## config.mk

```make
export PLATFORM = sky130hd
export DESIGN_NAME = mem_arbiter_flat
export DESIGN_NICKNAME = d
export VERILOG_FILES = /design/src/rtl/cpu_types_pkg.sv /design/src/rtl/mem_arbiter_if.sv /design/src/rtl/mem_arbiter.sv /design/src/flat_wrapper.sv
export SDC_FILE = /design/constraint.sdc
export NUM_CORES = 1
export LEC_CHECK = 0
export ABC_AREA = 1
export CORE_MARGIN = 5
export CORE_UTILIZATION = 41
export CTS_BUF_LIST = sky130_fd_sc_hd__clkbuf_8
export DETAILED_ROUTE_END_ITERATION = 10
export PLACE_DENSITY = 0.78
export SLEW_MARGIN = 25
export SYNTH_ARGS = -nofsm -noshare
export SYNTH_HDL_FRONTEND = slang
export SYNTH_SLANG_ARGS = --single-unit
```

## constraint.sdc

```tcl
create_clock -name CLK -period 3.07 [get_ports CLK]
set_input_delay 0.7675 -clock CLK [delete_from_list [all_inputs] [get_ports CLK]]
set_output_delay 0.7675 -clock CLK [all_outputs]
set_load 0.01 [all_outputs]
```

## src/rtl/cpu_types_pkg.sv

```systemverilog
// Shared types for the memory arbiter: RAM handshake state, data word and arbiter FSM state.
package cpu_types_pkg;

   localparam int unsigned WORD_W = 32;

   typedef logic [WORD_W-1:0] word_t;

   // RAM handshake reported back to the arbiter every cycle
   typedef enum logic [1:0] {
      FREE   = 2'd0,
      BUSY   = 2'd1,
      ACCESS = 2'd2,
      ERROR  = 2'd3
   } ramstate_t;

   // Which requester currently owns the RAM port
   typedef enum logic [1:0] {
      IDLE   = 2'd0,
      IGRANT = 2'd1,
      DGRANT = 2'd2
   } arb_state_t;

endpackage

```

## src/rtl/mem_arbiter_if.sv

```systemverilog
// Requester and RAM-side signals of the memory arbiter.
//   slave  : arbiter view (takes requests and RAM status, drives hits and RAM controls)
//   master : environment view (fetch/data requesters and the RAM)
interface mem_arbiter_if
#(
   parameter int unsigned ADDR_W = 32,
   parameter int unsigned DATA_W = 32
);
   import cpu_types_pkg::*;

   // instruction fetch port
   logic              iREN;
   logic [ADDR_W-1:0] iaddr;
   logic              ihit;
   logic [DATA_W-1:0] iload;
   // data port
   logic              dREN;
   logic              dWEN;
   logic [ADDR_W-1:0] daddr;
   logic [DATA_W-1:0] dstore;
   logic              dhit;
   logic [DATA_W-1:0] dload;
   // RAM port
   logic              ramREN;
   logic              ramWEN;
   logic [ADDR_W-1:0] ramaddr;
   logic [DATA_W-1:0] ramstore;
   logic [DATA_W-1:0] ramload;
   ramstate_t         ramstate;
   // abort indication
   logic              mem_err;

   modport slave (
      input  iREN, iaddr, dREN, dWEN, daddr, dstore, ramload, ramstate,
      output ihit, iload, dhit, dload, ramREN, ramWEN, ramaddr, ramstore, mem_err
   );

   modport master (
      output iREN, iaddr, dREN, dWEN, daddr, dstore, ramload, ramstate,
      input  ihit, iload, dhit, dload, ramREN, ramWEN, ramaddr, ramstore, mem_err
   );

endinterface

```

## src/rtl/mem_arbiter.sv

```systemverilog
// Shares one RAM port between the fetch and data requesters of the core.
// One request is latched at a time and sequenced to RAM; completion is a one-cycle
// ihit/dhit pulse. Data wins arbitration unless fetch has been starved STARVE_MAX times.
// Ports:
//   CLK, nRST : clock (rising edge) and asynchronous active-low reset
//   bus       : mem_arbiter_if.slave -- fetch request/hit, data request/hit,
//               RAM enables/address/store/load/state, mem_err abort pulse
module mem_arbiter
   import cpu_types_pkg::*;
#(
   parameter int unsigned ADDR_W     = 32,
   parameter int unsigned DATA_W     = 32,
   parameter int unsigned STARVE_MAX = 4,
   parameter int unsigned TIMEOUT    = 255
) (
   input  logic         CLK,
   input  logic         nRST,
   mem_arbiter_if.slave bus
);

   localparam int unsigned STARVE_W = $clog2(STARVE_MAX + 1);
   localparam int unsigned TMO_W    = $clog2(TIMEOUT + 1);

   arb_state_t          state_q, state_d;
   logic [STARVE_W-1:0] starve_q, starve_d;
   logic [TMO_W-1:0]    tmo_q, tmo_d;
   logic                ram_ren_q, ram_ren_d;
   logic                ram_wen_q, ram_wen_d;
   logic [ADDR_W-1:0]   ram_addr_q, ram_addr_d;
   logic [DATA_W-1:0]   ram_store_q, ram_store_d;
   logic                ihit_q, ihit_d;
   logic                dhit_q, dhit_d;
   logic [DATA_W-1:0]   iload_q, iload_d;
   logic [DATA_W-1:0]   dload_q, dload_d;
   logic                mem_err_q, mem_err_d;

   logic d_req;
   logic force_fetch;
   logic tmo_expired;

   assign d_req       = bus.dREN | bus.dWEN;
   // fetch has waited through STARVE_MAX data grants: it must win this arbitration
   assign force_fetch = bus.iREN && (starve_q == STARVE_W'(STARVE_MAX));
   // tmo_q counts wait edges already spent; this edge is the TIMEOUT-th one
   assign tmo_expired = (tmo_q == TMO_W'(TIMEOUT - 1));

   // Arbitration, grant sequencing and completion
   always_comb begin
      state_d     = state_q;
      starve_d    = starve_q;
      tmo_d       = tmo_q;
      ram_ren_d   = ram_ren_q;
      ram_wen_d   = ram_wen_q;
      ram_addr_d  = ram_addr_q;
      ram_store_d = ram_store_q;
      iload_d     = iload_q;
      dload_d     = dload_q;
      ihit_d      = 1'b0;
      dhit_d      = 1'b0;
      mem_err_d   = 1'b0;

      case (state_q)
         IDLE: begin
            if (d_req && !force_fetch) begin
               state_d     = DGRANT;
               tmo_d       = '0;
               // both enables high is a write
               ram_wen_d   = bus.dWEN;
               ram_ren_d   = !bus.dWEN;
               ram_addr_d  = bus.daddr;
               ram_store_d = bus.dWEN ? bus.dstore : '0;
               if (!bus.iREN) begin
                  starve_d = '0;
               end else if (starve_q != STARVE_W'(STARVE_MAX)) begin
                  starve_d = starve_q + STARVE_W'(1);
               end
            end else if (bus.iREN) begin
               state_d     = IGRANT;
               tmo_d       = '0;
               starve_d    = '0;
               ram_ren_d   = 1'b1;
               ram_wen_d   = 1'b0;
               ram_addr_d  = bus.iaddr;
               ram_store_d = '0;
            end
         end

         IGRANT, DGRANT: begin
            if (bus.ramstate == ACCESS) begin
               state_d   = IDLE;
               ram_ren_d = 1'b0;
               ram_wen_d = 1'b0;
               if (state_q == IGRANT) begin
                  ihit_d  = 1'b1;
                  iload_d = bus.ramload;
               end else begin
                  dhit_d  = 1'b1;
                  dload_d = ram_wen_q ? '0 : bus.ramload;
               end
            end else if ((bus.ramstate == ERROR) || tmo_expired) begin
               state_d   = IDLE;
               ram_ren_d = 1'b0;
               ram_wen_d = 1'b0;
               mem_err_d = 1'b1;
            end else begin
               // FREE/BUSY: keep waiting
               tmo_d = tmo_q + TMO_W'(1);
            end
         end

         default: begin
            state_d   = IDLE;
            ram_ren_d = 1'b0;
            ram_wen_d = 1'b0;
         end
      endcase
   end

   // State and output registers
   always_ff @(posedge CLK or negedge nRST) begin
      if (!nRST) begin
         state_q     <= IDLE;
         starve_q    <= '0;
         tmo_q       <= '0;
         ram_ren_q   <= 1'b0;
         ram_wen_q   <= 1'b0;
         ram_addr_q  <= '0;
         ram_store_q <= '0;
         ihit_q      <= 1'b0;
         dhit_q      <= 1'b0;
         iload_q     <= '0;
         dload_q     <= '0;
         mem_err_q   <= 1'b0;
      end else begin
         state_q     <= state_d;
         starve_q    <= starve_d;
         tmo_q       <= tmo_d;
         ram_ren_q   <= ram_ren_d;
         ram_wen_q   <= ram_wen_d;
         ram_addr_q  <= ram_addr_d;
         ram_store_q <= ram_store_d;
         ihit_q      <= ihit_d;
         dhit_q      <= dhit_d;
         iload_q     <= iload_d;
         dload_q     <= dload_d;
         mem_err_q   <= mem_err_d;
      end
   end

   assign bus.ramREN   = ram_ren_q;
   assign bus.ramWEN   = ram_wen_q;
   assign bus.ramaddr  = ram_addr_q;
   assign bus.ramstore = ram_store_q;
   assign bus.ihit     = ihit_q;
   assign bus.dhit     = dhit_q;
   assign bus.iload    = iload_q;
   assign bus.dload    = dload_q;
   assign bus.mem_err  = mem_err_q;

endmodule

```

## src/flat_wrapper.sv

```systemverilog
// flat-port wrapper written by rule: the top's interface ports become plain ports
module mem_arbiter_flat import cpu_types_pkg::*;
#(
   parameter int unsigned ADDR_W     = 32,
   parameter int unsigned DATA_W     = 32,
   parameter int unsigned STARVE_MAX = 4,
   parameter int unsigned TIMEOUT    = 255
)
  (CLK, nRST, bus_iREN, bus_iaddr, bus_dREN, bus_dWEN, bus_daddr, bus_dstore, bus_ramload, bus_ramstate, bus_ihit, bus_iload, bus_dhit, bus_dload, bus_ramREN, bus_ramWEN, bus_ramaddr, bus_ramstore, bus_mem_err);
  mem_arbiter_if #(.ADDR_W(ADDR_W), .DATA_W(DATA_W)) bus_i ();
  input  logic CLK;
  input  logic nRST;
  input wire logic [$bits(bus_i.iREN)-1:0] bus_iREN;
  input wire logic [$bits(bus_i.iaddr)-1:0] bus_iaddr;
  input wire logic [$bits(bus_i.dREN)-1:0] bus_dREN;
  input wire logic [$bits(bus_i.dWEN)-1:0] bus_dWEN;
  input wire logic [$bits(bus_i.daddr)-1:0] bus_daddr;
  input wire logic [$bits(bus_i.dstore)-1:0] bus_dstore;
  input wire logic [$bits(bus_i.ramload)-1:0] bus_ramload;
  input wire logic [$bits(bus_i.ramstate)-1:0] bus_ramstate;
  output wire logic [$bits(bus_i.ihit)-1:0] bus_ihit;
  output wire logic [$bits(bus_i.iload)-1:0] bus_iload;
  output wire logic [$bits(bus_i.dhit)-1:0] bus_dhit;
  output wire logic [$bits(bus_i.dload)-1:0] bus_dload;
  output wire logic [$bits(bus_i.ramREN)-1:0] bus_ramREN;
  output wire logic [$bits(bus_i.ramWEN)-1:0] bus_ramWEN;
  output wire logic [$bits(bus_i.ramaddr)-1:0] bus_ramaddr;
  output wire logic [$bits(bus_i.ramstore)-1:0] bus_ramstore;
  output wire logic [$bits(bus_i.mem_err)-1:0] bus_mem_err;
  assign bus_i.iREN = bus_iREN;
  assign bus_i.iaddr = bus_iaddr;
  assign bus_i.dREN = bus_dREN;
  assign bus_i.dWEN = bus_dWEN;
  assign bus_i.daddr = bus_daddr;
  assign bus_i.dstore = bus_dstore;
  assign bus_i.ramload = bus_ramload;
  assign bus_i.ramstate = bus_ramstate;
  assign bus_ihit = bus_i.ihit;
  assign bus_iload = bus_i.iload;
  assign bus_dhit = bus_i.dhit;
  assign bus_dload = bus_i.dload;
  assign bus_ramREN = bus_i.ramREN;
  assign bus_ramWEN = bus_i.ramWEN;
  assign bus_ramaddr = bus_i.ramaddr;
  assign bus_ramstore = bus_i.ramstore;
  assign bus_mem_err = bus_i.mem_err;
  mem_arbiter #(.ADDR_W(ADDR_W), .DATA_W(DATA_W), .STARVE_MAX(STARVE_MAX), .TIMEOUT(TIMEOUT)) u_core (.CLK(CLK), .nRST(nRST), .bus(bus_i));
endmodule
```

==> key figures, run 1 <==
Logic synthesis
  – Count leader, synth: nand2_1
  – Synth warn: 0
  – Synth area leader: dfrtp_1
  – Yosys top cell area share: 0.5838
  – Main synth FF type: dfrtp_1
  – Cell variety after synth: 24
  – Area share of xor/xnor cells in the synthesized design: 0
  – Post-synth EDFFs: 0
  – Cell Area, Synth: 6259 µm²
  – Post-synth top cells: nand2_1 (178), dfrtp_1 (146), o21ai_0 (80)
  – Sequential fraction of the synthesis area: 0.5838
  – Ys async rst share: 1.000
  – Syn avg cell area: 9.355 µm²
  – Synth Area in Simple Gates: 0.2041
  – Top cells by area, synth: dfrtp_1 (58%), nand2_1 (11%), o21ai_0 (6.4%)
  – Largest family of logic cells by synthesized area: simple AND/OR/NAND/NOR gates
  – Post-synthesis mux area share: 0.05758
  – Post-synthesis cell count: 669
  – Register bit total from synthesis: 146
  – Post-Synth Adder-Cell Area: 0.01599
  – Synth Area in Compound Gates: 0.09076
  – Synthesized net count: 812

STA
  – Post-layout minimum cycle time: 2.220 ns
  – Final Hold Fails: 0
  – Worst slew margin: 0.5057
  – Unrepaired setup endpoints after global routing: false
  – Setup TNS: 0 ns
  – Final Max Slew Viols: 0
  – Achievable Freq: 0.4505 GHz
  – Worst-Margin Slew: 0.7407 ns
  – Clock Skew: 0.01453 ns
  – Final critical-path share of the clock period: 0.7231
  – Final setup viols: 0

Critical path
  – Worst reg2reg setup slack: 1.15 ns
  – Sequence of cells on the critical path: clkdlybuf4s50_1
  – CP peak stage delay: 0.59 ns
  – Crit path capture: bus_ramWEN
  – Setup crit end kind: output port
  – Worst R2R Start: u_core.state_q[0]$_DFFE_PN0P_
  – Buf/Inv on CP: 1
  – Worst-path fanout max: 3
  – CP delay by family, top: buffers and inverters
  – Setup Crit Path Kind: flip-flop to output port
  – Startpoint Class: flip-flop
  – Worst reg2reg path depth: 9
  – Critical Path RT: 2.30 ns
  – Endpoint of the worst register-to-register path: u_core.tmo_q[3]$_DFFE_PN0P_
  – Crit path from: u_core.bus.ramWEN$_DFFE_PN0P_
  – CP Depth: 1
  – Slowest cell on the critical path: clkdlybuf4s50_1
  – Worst EP arrival: 1.45 ns

Layout
  – Antenna Cells: 0
  – Layout area overhead: 50.92%
  – Share of cells above drive strength 1: 0.08723
  – # nets final: 1073
  – Non-filler cells, final: 1128
  – Final core utilization: 0.6260

GRT
  – Grt ovf: 0
  – Initial antenna violation count: 0
  – Largest net degree at the start of global routing: 67
  – Vias in the first global route: 5713
  – Global Route Usage Sum: 0.2116
  – Global-route wire length before repair: 29.86 mm

Run status
  – Status: completed

Die
  – CORE AREA: 15090 µm²
  – # IOs: 268
  – Row count: 45
  – Starting Density: 0.4148
  – Die W: 133.6 µm
  – Die height: 133.6 µm
  – Full die area: 17840 µm²

Detailed routing
  – Final ANT Viol Nets: 0
  – Vias: 5722
  – Vias per Instance: 5.073
  – WL per Instance: 16.74 µm
  – Initial DRT Pass Iterations: 4
  – Iteration-0 DRC Markers: 238
  – Final wirelength: 18.89 mm
  – Drt drc: 0

Power
  – Worst IR Drop VDD: 0.0004404 V
  – Pwr dens: 942.3 nW/µm²
  – Total Power: 8.900 mW
  – Pleak: 4.318 nW

Clock network
  – Resized cells post-CTS: 0
  – Reg clk slew, reported paths: 0.07 ns
  – Worst-skew pair later-pin latency: 0.45 ns
  – Clk buf depth: 2
  – Post-CTS Hold Buffers: 0
  – CTS root buf: clkbuf_8
  – Clock sinks: 146
  – Setup Buffers After CTS: 0
  – CTS buffer count: 17
  – Clock H-tree levels: 4
  – CTS tree: built

Placement
  – Port bufs: 267
  – RePlAce Congestion: 0.8153
  – Dpl cells: 1099
  – Post-DP HPWL: 13.63 mm

Worst hold path
  – Worst min-delay path category: input pin to async pin

Job
  – Maxcap violations: 0
per-layer routing:
metal  up-vias  global-route usage  wire length [µm]  share of wire
met5         -                   0                 0              0
met4         0             0.07714               388          0.021
met3        28             0.08837              2010           0.11
met2       256              0.3414              8908           0.47
met1      2721              0.2550              7578           0.40
li1       2717                   -                 -              -
cell usage in the layout (no fill, tap or decap), drive strengths merged:
| cell | synthesis | routed |
|---|---|---|
| nor2 | 50 | 50 |
| bufinv | 0 | 2 |
| mux2 | 32 | 32 |
| nand3 | 77 | 77 |
| clkinvlp | 0 | 2 |
| buf | 19 | 14 |
| a21oi | 5 | 5 |
| a21boi | 1 | 1 |
| clkbuf | 19 | 18 |
| o22ai | 1 | 1 |
| inv | 26 | 28 |
| clkdlybuf4s50 | 0 | 266 |
| nor3 | 1 | 1 |
| o21ai | 102 | 102 |
| o21bai | 1 | 1 |
| clkinv | 0 | 5 |
| ha | 8 | 8 |
| nand2 | 181 | 181 |
| dfrtp | 146 | 146 |
where the power goes:
part	leakage, nW	total, mW	switching [mW]	internal, mW
clock	0.189	1.44	0.718	0.723
combinational	2.28	4.18	2.03	2.15
sequential	1.85	3.28	0.498	2.78
total	4.32	8.90	3.25	5.65
worst min path at each step:
stage | cells past startpoint | slack [ns] | endpoint
2_1_floorplan | 2 | 0.46 | u_core.tmo_q[4]$_DFFE_PN0P_
3_3_place_gp | 2 | 0.45 | u_core.bus.ramstore[29]$_DFFE_PN0P_
3_5_place_dp | 2 | 0.46 | u_core.bus.ramstore[25]$_DFFE_PN0P_
4_1_cts | 1 | 0.27 | u_core.tmo_q[3]$_DFFE_PN0P_
5_1_grt | 1 | 0.29 | u_core.bus.dload[24]$_DFFE_PN0P_
6_report | 1 | 0.26 | u_core.bus.dload[25]$_DFFE_PN0P_
per-stage QoR:
| stage | area, µm² | hold slack, ns | setup WS (ns) |
|---|---|---|---|
| floorplan | 6259 | 0.4576 | 1.414 |
| global placement | 9076 | 0.4528 | 0.4123 |
| detailed placement | 9079 | 0.4579 | 0.6710 |
| CTS | 9445 | 0.2669 | 0.7777 |
| global route | 9445 | 0.2881 | 0.7542 |
| finish | 9445 | 0.2641 | 0.8502 |
sequential cells by signal, indices dropped and copies added, names as in the netlist, 2 cells and up:
register             cells
u_core.bus.dload        32
u_core.bus.iload        32
u_core.bus.ramaddr      32
u_core.bus.ramstore     32
u_core.starve_q          3
u_core.state_q           2
u_core.tmo_q             8
kinds of logic after synthesis:
logic type	after synthesis
and+or+nand+nor	309
DFF	146
AOI/OAI and AO/OA	110
buffers and inverters	64
muxes	32
adders and majority gates	8
area by class of cell:
cell class / instances / area (µm²)
multi-input combinational: 459 / 2306
fill: 1269 / 5644
inverter: 26 / 100.1
clock inverter: 11 / 118.9
clock buffer: 18 / 247.7
sequential: 146 / 3654
timing repair buffer: 280 / 2784
tap: 188 / 235.2
(Power assumes the default switching activity.)
==> run 2: changes to the inputs <==
clock period = 2.1 ns   (was 3.07 ns; I/O delays follow)
==> run 2 against run 1 <==
Flip-flop and latch count is the same. Die area is the same. Core utilization grew 1.0 points. Combinational power grew 50%. Hold slack gained 0.21 ns. Largest cell class unchanged.
==> key figures, run 2 (synthesis results as in run 1) <==
Power
  – Worst IR Drop VDD: 0.0007346 V (was 0.0004404 V)
  – Pwr dens: 1378 nW/µm² (was 942.3 nW/µm²)
  – Pleak: 4.389 nW (was 4.318 nW)

Critical path
  – Startpoint Class: flip-flop (unchanged)
  – Slowest cell on the critical path: clkdlybuf4s50_1 (unchanged)
  – Buf/Inv on CP: 1 (unchanged)
  – Sequence of cells on the critical path: clkdlybuf4s50_1 (unchanged)
  – Worst reg2reg path depth: 6 (was 9)
  – Worst reg2reg setup slack: 0.40 ns (was 1.15 ns)
  – Setup Crit Path Kind: flip-flop to output port (unchanged)
  – Critical Path RT: 1.57 ns (was 2.30 ns)
  – Endpoint of the worst register-to-register path: u_core.bus.ramaddr[0]$_DFFE_PN0P_ (was u_core.tmo_q[3]$_DFFE_PN0P_)
  – Crit path from: u_core.bus.ramWEN$_DFFE_PN0P_ (unchanged)
  – CP peak stage delay: 0.61 ns (was 0.59 ns)
  – Worst-path fanout max: 3 (unchanged)
  – Worst EP arrival: 1.45 ns (about the same)
  – Setup crit end kind: output port (unchanged)
  – Worst R2R Start: u_core.state_q[0]$_DFFE_PN0P_ (unchanged)
  – CP delay by family, top: buffers and inverters (unchanged)

GRT
  – Largest net degree at the start of global routing: 52 (was 67)
  – Vias in the first global route: 5752 (was 5713)
  – Global Route Usage Sum: 0.2120 (was 0.2116)
  – Grt ovf: 0 (unchanged)
  – Initial antenna violation count: 0 (unchanged)
  – Global-route wire length before repair: 29.99 mm (was 29.86 mm)

Detailed routing
  – WL per Instance: 16.57 µm (was 16.74 µm)
  – Final ANT Viol Nets: 0 (unchanged)
  – Final wirelength: 18.86 mm (was 18.89 mm)
  – Vias per Instance: 5.040 (was 5.073)
  – Iteration-0 DRC Markers: 217 (was 238)
  – Initial DRT Pass Iterations: 6 (was 4)
  – Vias: 5736 (was 5722)
  – Drt drc: 0 (unchanged)

Clock network
  – Clk buf depth: 2 (unchanged)
  – CTS root buf: clkbuf_8 (unchanged)
  – Clock sinks: 146 (unchanged)
  – CTS tree: built (unchanged)
  – Resized cells post-CTS: 0 (unchanged)
  – Clock H-tree levels: 4 (unchanged)
  – CTS buffer count: 17 (unchanged)
  – Reg clk slew, reported paths: 0.10 ns (was 0.07 ns)
  – Worst-skew pair later-pin latency: 0.45 ns (about the same)

Die
  – Full die area: 17840 µm² (unchanged)
  – Starting Density: 0.4148 (unchanged)
  – CORE AREA: 15090 µm² (unchanged)
  – Row count: 45 (unchanged)
  – Die height: 133.6 µm (unchanged)
  – Die W: 133.6 µm (unchanged)
  – # IOs: 268 (unchanged)

Placement
  – RePlAce Congestion: 0.8235 (was 0.8153)
  – Placed Instance Area: 9196 µm² (was 9079 µm²)
  – Port bufs: 267 (unchanged)
  – Post-DP HPWL: 14.05 mm (was 13.63 mm)

Worst hold path
  – Hold path startpoint: u_core.bus.ramstore[29]$_DFFE_PN0P_
  – Worst min-delay path category: flip-flop to flip-flop (was input pin to async pin)
  – Hold worst-path end: u_core.bus.ramstore[29]$_DFFE_PN0P_
  – Hold Path Stages: 2

STA
  – Worst-Margin Slew: 0.5343 ns (was 0.7407 ns)
  – Achievable Freq: 0.5058 GHz
  – Final Max Slew Viols: 0 (unchanged)
  – Worst slew margin: 0.6433 (was 0.5057)
  – Unrepaired setup endpoints after global routing: false (unchanged)
  – Final critical-path share of the clock period: 0.9415
  – Clock Skew: 0.01426 ns (was 0.01453 ns)
  – Final Hold Fails: 0 (unchanged)
  – Final setup viols: 0 (unchanged)
  – Setup TNS: 0 ns (unchanged)
  – Post-layout minimum cycle time: 1.977 ns

Layout
  – Share of cells above drive strength 1: 0.09789 (was 0.08723)
  – Antenna Cells: 0 (unchanged)
  – Commonest non-fill, non-tap cells in the layout: clkdlybuf4s50_1 (266), nand2_1 (178), dfrtp_1 (146) (unchanged)
  – Commonest non-fill, non-tap cell in the layout: clkdlybuf4s50_1 (unchanged)
  – Layout area overhead: 53.32% (was 50.92%)
  – Fin area: 9595 µm² (was 9445 µm²)
  – # nets final: 1080 (was 1073)

Job
  – Maxcap violations: 0 (unchanged)

Run status
  – Status: completed (unchanged)
-- run 2: timing repair --
action,4_1_cts,5_1_grt
hold buffers,1,0
hold endpoints to repair,39,0
setup buffers,0,0
endpoints found under the setup margin,0,0
-- run 2: routing by layer --
metal,wire [µm],part of all wire,global-route usage,up-vias
met5,0,0,0,-
met4,315,0.017,0.06286,0
met3,1924,0.10,0.08950,26
met2,9028,0.48,0.3527,249
met1,7593,0.40,0.2518,2722
li1,-,-,-,2739
-- run 2: metrics by stage --
stage | std cells | util | total power [mW] | hold WS [ns] | setup WS (ns)
global placement | 1105 | 0.6095 | 11.01 | 0.4531 | 0.01990
floorplan | 669 | - | 7.492 | 0.2294 | 0.5655
detailed placement | 1105 | 0.6095 | 11.18 | 0.4579 | -0.05283
CTS | 1138 | 0.6359 | 13.39 | 0.4807 | 0.04946
finish | 1138 | 0.6359 | 13.22 | 0.4772 | 0.1228
global route | 1138 | 0.6359 | 14.15 | 0.4984 | 0.004172
-- run 2: worst max path at each step --
stage,to,slack [ns],cells past startpoint
floorplan,u_core.starve_q[0]$_DFFE_PN0P_,0.57,9
global placement,u_core.starve_q[0]$_DFFE_PN0P_,0.02,7
detailed placement,u_core.bus.ramaddr[0]$_DFFE_PN0P_,-0.05,7
CTS,bus_ramWEN,0.05,1
global route,bus_ramWEN,0.004,1
finish,bus_ramWEN,0.12,1
-- run 2: area by class of cell --
class                   count  area, µm²
fillers                  1283       5494
flip-flops and latches    146       3654
repair buffers            287       2914
multi-input cells         459       2306
well taps                 188      235.2
clock buffers              17      234.0
clock inverters            15      155.1
inverters                  26      97.59
-- run 2: report_power, final --
group          internal, mW  total (mW)  switching (mW)  leakage [nW]
Sequential             4.06        4.77           0.702          1.85
Combinational          3.28        6.28            3.01          2.34
Clock                 0.899        2.17            1.27         0.202
Total                  8.24        13.2            4.98          4.39
==> run 3: changes to the inputs <==
PLACE_DENSITY = 0.76   (was 0.78)
==> run 3 against run 2 <==
Clock skew fell by 0.0054 ns. Routed wire length fell by 1.2%. Flip-flop and latch count is the same. Hold slack got worse by 0.0023 ns. Sequential power about the same. Highest routed layer unchanged.
==> key figures, run 3 (synthesis results as in run 1) <==
Run status
  – Status: completed (unchanged)

Detailed routing
  – WL per Instance: 16.32 µm (was 16.57 µm)
  – Final ANT Viol Nets: 0 (unchanged)
  – Final wirelength: 18.63 mm (was 18.86 mm)
  – Drt drc: 0 (unchanged)
  – Iteration-0 DRC Markers: 203 (was 217)
  – Initial DRT Pass Iterations: 4 (was 6)
  – Vias per Instance: 4.986 (was 5.040)
  – Vias: 5694 (was 5736)

Clock network
  – Resized cells post-CTS: 0 (unchanged)
  – Reg clk slew, reported paths: 0.08 ns (was 0.10 ns)
  – Clock sinks: 146 (unchanged)
  – Setup Buffers After CTS: 0 (unchanged)
  – CTS buffer count: 17 (unchanged)
  – Clk buf depth: 2 (unchanged)
  – CTS root buf: clkbuf_8 (unchanged)
  – Worst-skew pair later-pin latency: 0.44 ns (was 0.45 ns)
  – Clock H-tree levels: 4 (unchanged)
  – CTS tree: built (unchanged)

Layout
  – Layout area overhead: 54.92% (was 53.32%)
  – Share of cells above drive strength 1: 0.1017 (was 0.09789)
  – Commonest non-fill, non-tap cells in the layout: clkdlybuf4s50_1 (266), nand2_1 (178), dfrtp_1 (146) (unchanged)
  – # nets final: 1084 (was 1080)
  – Antenna Cells: 0 (unchanged)
  – Non-filler cells, final: 1142 (was 1138)
  – Fillers: 1274 (was 1283)
  – Commonest non-fill, non-tap cell in the layout: clkdlybuf4s50_1 (unchanged)
  – Fin area: 9696 µm² (was 9595 µm²)

Die
  – Starting Density: 0.4148 (unchanged)
  – Die height: 133.6 µm (unchanged)
  – # IOs: 268 (unchanged)
  – Die W: 133.6 µm (unchanged)
  – Row count: 45 (unchanged)
  – CORE AREA: 15090 µm² (unchanged)
  – Full die area: 17840 µm² (unchanged)

STA
  – Worst-Margin Slew: 0.5377 ns (was 0.5343 ns)
  – Clock Skew: 0.008882 ns (was 0.01426 ns)
  – Final critical-path share of the clock period: 0.9359 (was 0.9415)
  – Worst slew margin: 0.6410 (was 0.6433)
  – Post-layout minimum cycle time: 1.965 ns (was 1.977 ns)
  – Final Hold Fails: 0 (unchanged)
  – Final Worst Setup Slack: 0.1346 ns (was 0.1228 ns)
  – Achievable Freq: 0.5088 GHz (was 0.5058 GHz)
  – Unrepaired setup endpoints after global routing: false (unchanged)
  – Final setup viols: 0 (unchanged)
  – Final Max Slew Viols: 0 (unchanged)

GRT
  – Most used routing layer: met2 (unchanged)
  – Global Route Usage Sum: 0.2079 (was 0.2120)
  – Vias in the first global route: 5776 (was 5752)
  – Global-route wire length before repair: 29.61 mm (was 29.99 mm)
  – Initial antenna violation count: 0 (unchanged)
  – Met2 track demand over resource: 0.3442 (was 0.3527)
  – GR Layer Usage met1: 0.2458 (was 0.2518)
  – Largest net degree at the start of global routing: 58 (was 52)
  – Grt ovf: 0 (unchanged)
  – GR Util met3: 0.08761 (was 0.08950)

Placement
  – Port bufs: 267 (unchanged)
  – Dpl cells: 1109 (was 1105)
  – Post-place setup slack: -0.01888 ns (was -0.05283 ns)
  – Placed Instance Area: 9226 µm² (was 9196 µm²)
  – RePlAce Congestion: 0.8309 (was 0.8235)
  – Post-DP HPWL: 13.96 mm (was 14.05 mm)

Job
  – Maxcap violations: 0 (unchanged)

Critical path
  – Setup crit end kind: output port (unchanged)
  – Setup Crit Path Kind: flip-flop to output port (unchanged)
  – CP peak stage delay: 0.60 ns (was 0.61 ns)
  – Critical Path RT: 1.57 ns (about the same)
  – Sequence of cells on the critical path: clkdlybuf4s50_1 (unchanged)
  – Worst-path fanout max: 3 (unchanged)
  – Slowest cell on the critical path: clkdlybuf4s50_1 (unchanged)
  – Buf/Inv on CP: 1 (unchanged)
  – CP delay by family, top: buffers and inverters (unchanged)
  – Startpoint Class: flip-flop (unchanged)
  – Worst EP arrival: 1.44 ns (was 1.45 ns)

Power
  – Pleak: 4.431 nW (was 4.389 nW)
  – Pwr dens: 1405 nW/µm² (was 1378 nW/µm²)
  – Worst IR Drop VDD: 0.0008405 V (was 0.0007346 V)

Worst hold path
  – Worst min-delay path category: flip-flop to flip-flop (unchanged)
==> run 3: cell types whose count changed in the layout (fill, tap and decap cells not counted), sizes merged <==
cell / delta
inv: -8
clkinv: -1
buf: +4
clkinvlp: +3
clkbuf: +2
bufinv: +4
==> run 3: layout make-up <==
class,count,area (µm²),area share
flip-flops and latches,146,3654,0.3768
multi-input cells,459,2306,0.2378
clock buffers,19,261.5,0.02697
clock inverters,13,197.7,0.02039
repair buffers,291,2944,0.3037
inverters,26,97.59,0.01007
well taps,188,235.2,0.02426
==> run 3: where the power goes <==
part	total, mW	internal [mW]	switching [mW]
clock network	2.51	1.38	1.13
registers	4.76	4.07	0.697
logic	6.35	3.33	3.02
total	13.6	8.78	4.84
==> run 3: stage by stage <==
step	util	total power [mW]	TNS, ns	hold slack (ns)
after floorplan	-	7.492	0	0.2294
after global placement	0.6114	11.06	0	0.3493
after detailed placement	0.6114	11.22	-0.07330	0.3525
after CTS	0.6425	13.76	0	0.4594
after global routing	0.6425	14.53	0	0.4793
final	0.6425	13.62	0	0.4749
==> run 3: what timing repair did <==
item                                    4_1_cts  5_1_grt
endpoints found under the setup margin        0        0
hold endpoints to repair                      9        0
hold buffers                                  1        0
==> run 3: worst paths after layout <==
| kind | endpoint | cells after the start | slack, ns | startpoint |
|---|---|---|---|---|
| worst max-delay path | bus_ramWEN | 1 | 0.13 | u_core.bus.ramWEN$_DFFE_PN0P_ |
| worst min-delay path | u_core.bus.ramstore[22]$_DFFE_PN0P_ | 2 | 0.47 | u_core.bus.ramstore[22]$_DFFE_PN0P_ |
| worst max register to register | u_core.bus.ramaddr[15]$_DFFE_PN0P_ | 6 | 0.31 | u_core.state_q[0]$_DFFE_PN0P_ |
| worst min register to register | u_core.bus.ramstore[22]$_DFFE_PN0P_ | 2 | 0.47 | u_core.bus.ramstore[22]$_DFFE_PN0P_ |
| max in group asynchronous | u_core.bus.ramstore[27]$_DFFE_PN0P_ | 3 | 0.92 | nRST |
| min in group asynchronous | u_core.bus.dload[23]$_DFFE_PN0P_ | 2 | 0.49 | nRST |
==> run 3: metal layers <==
layer  vias up  part of all wire  wire (µm)
met5         -                 0          0
met4         0             0.021        391
met3        30              0.10       1938
met2       246              0.46       8649
met1      2672              0.41       7652
li1       2746                 -          -
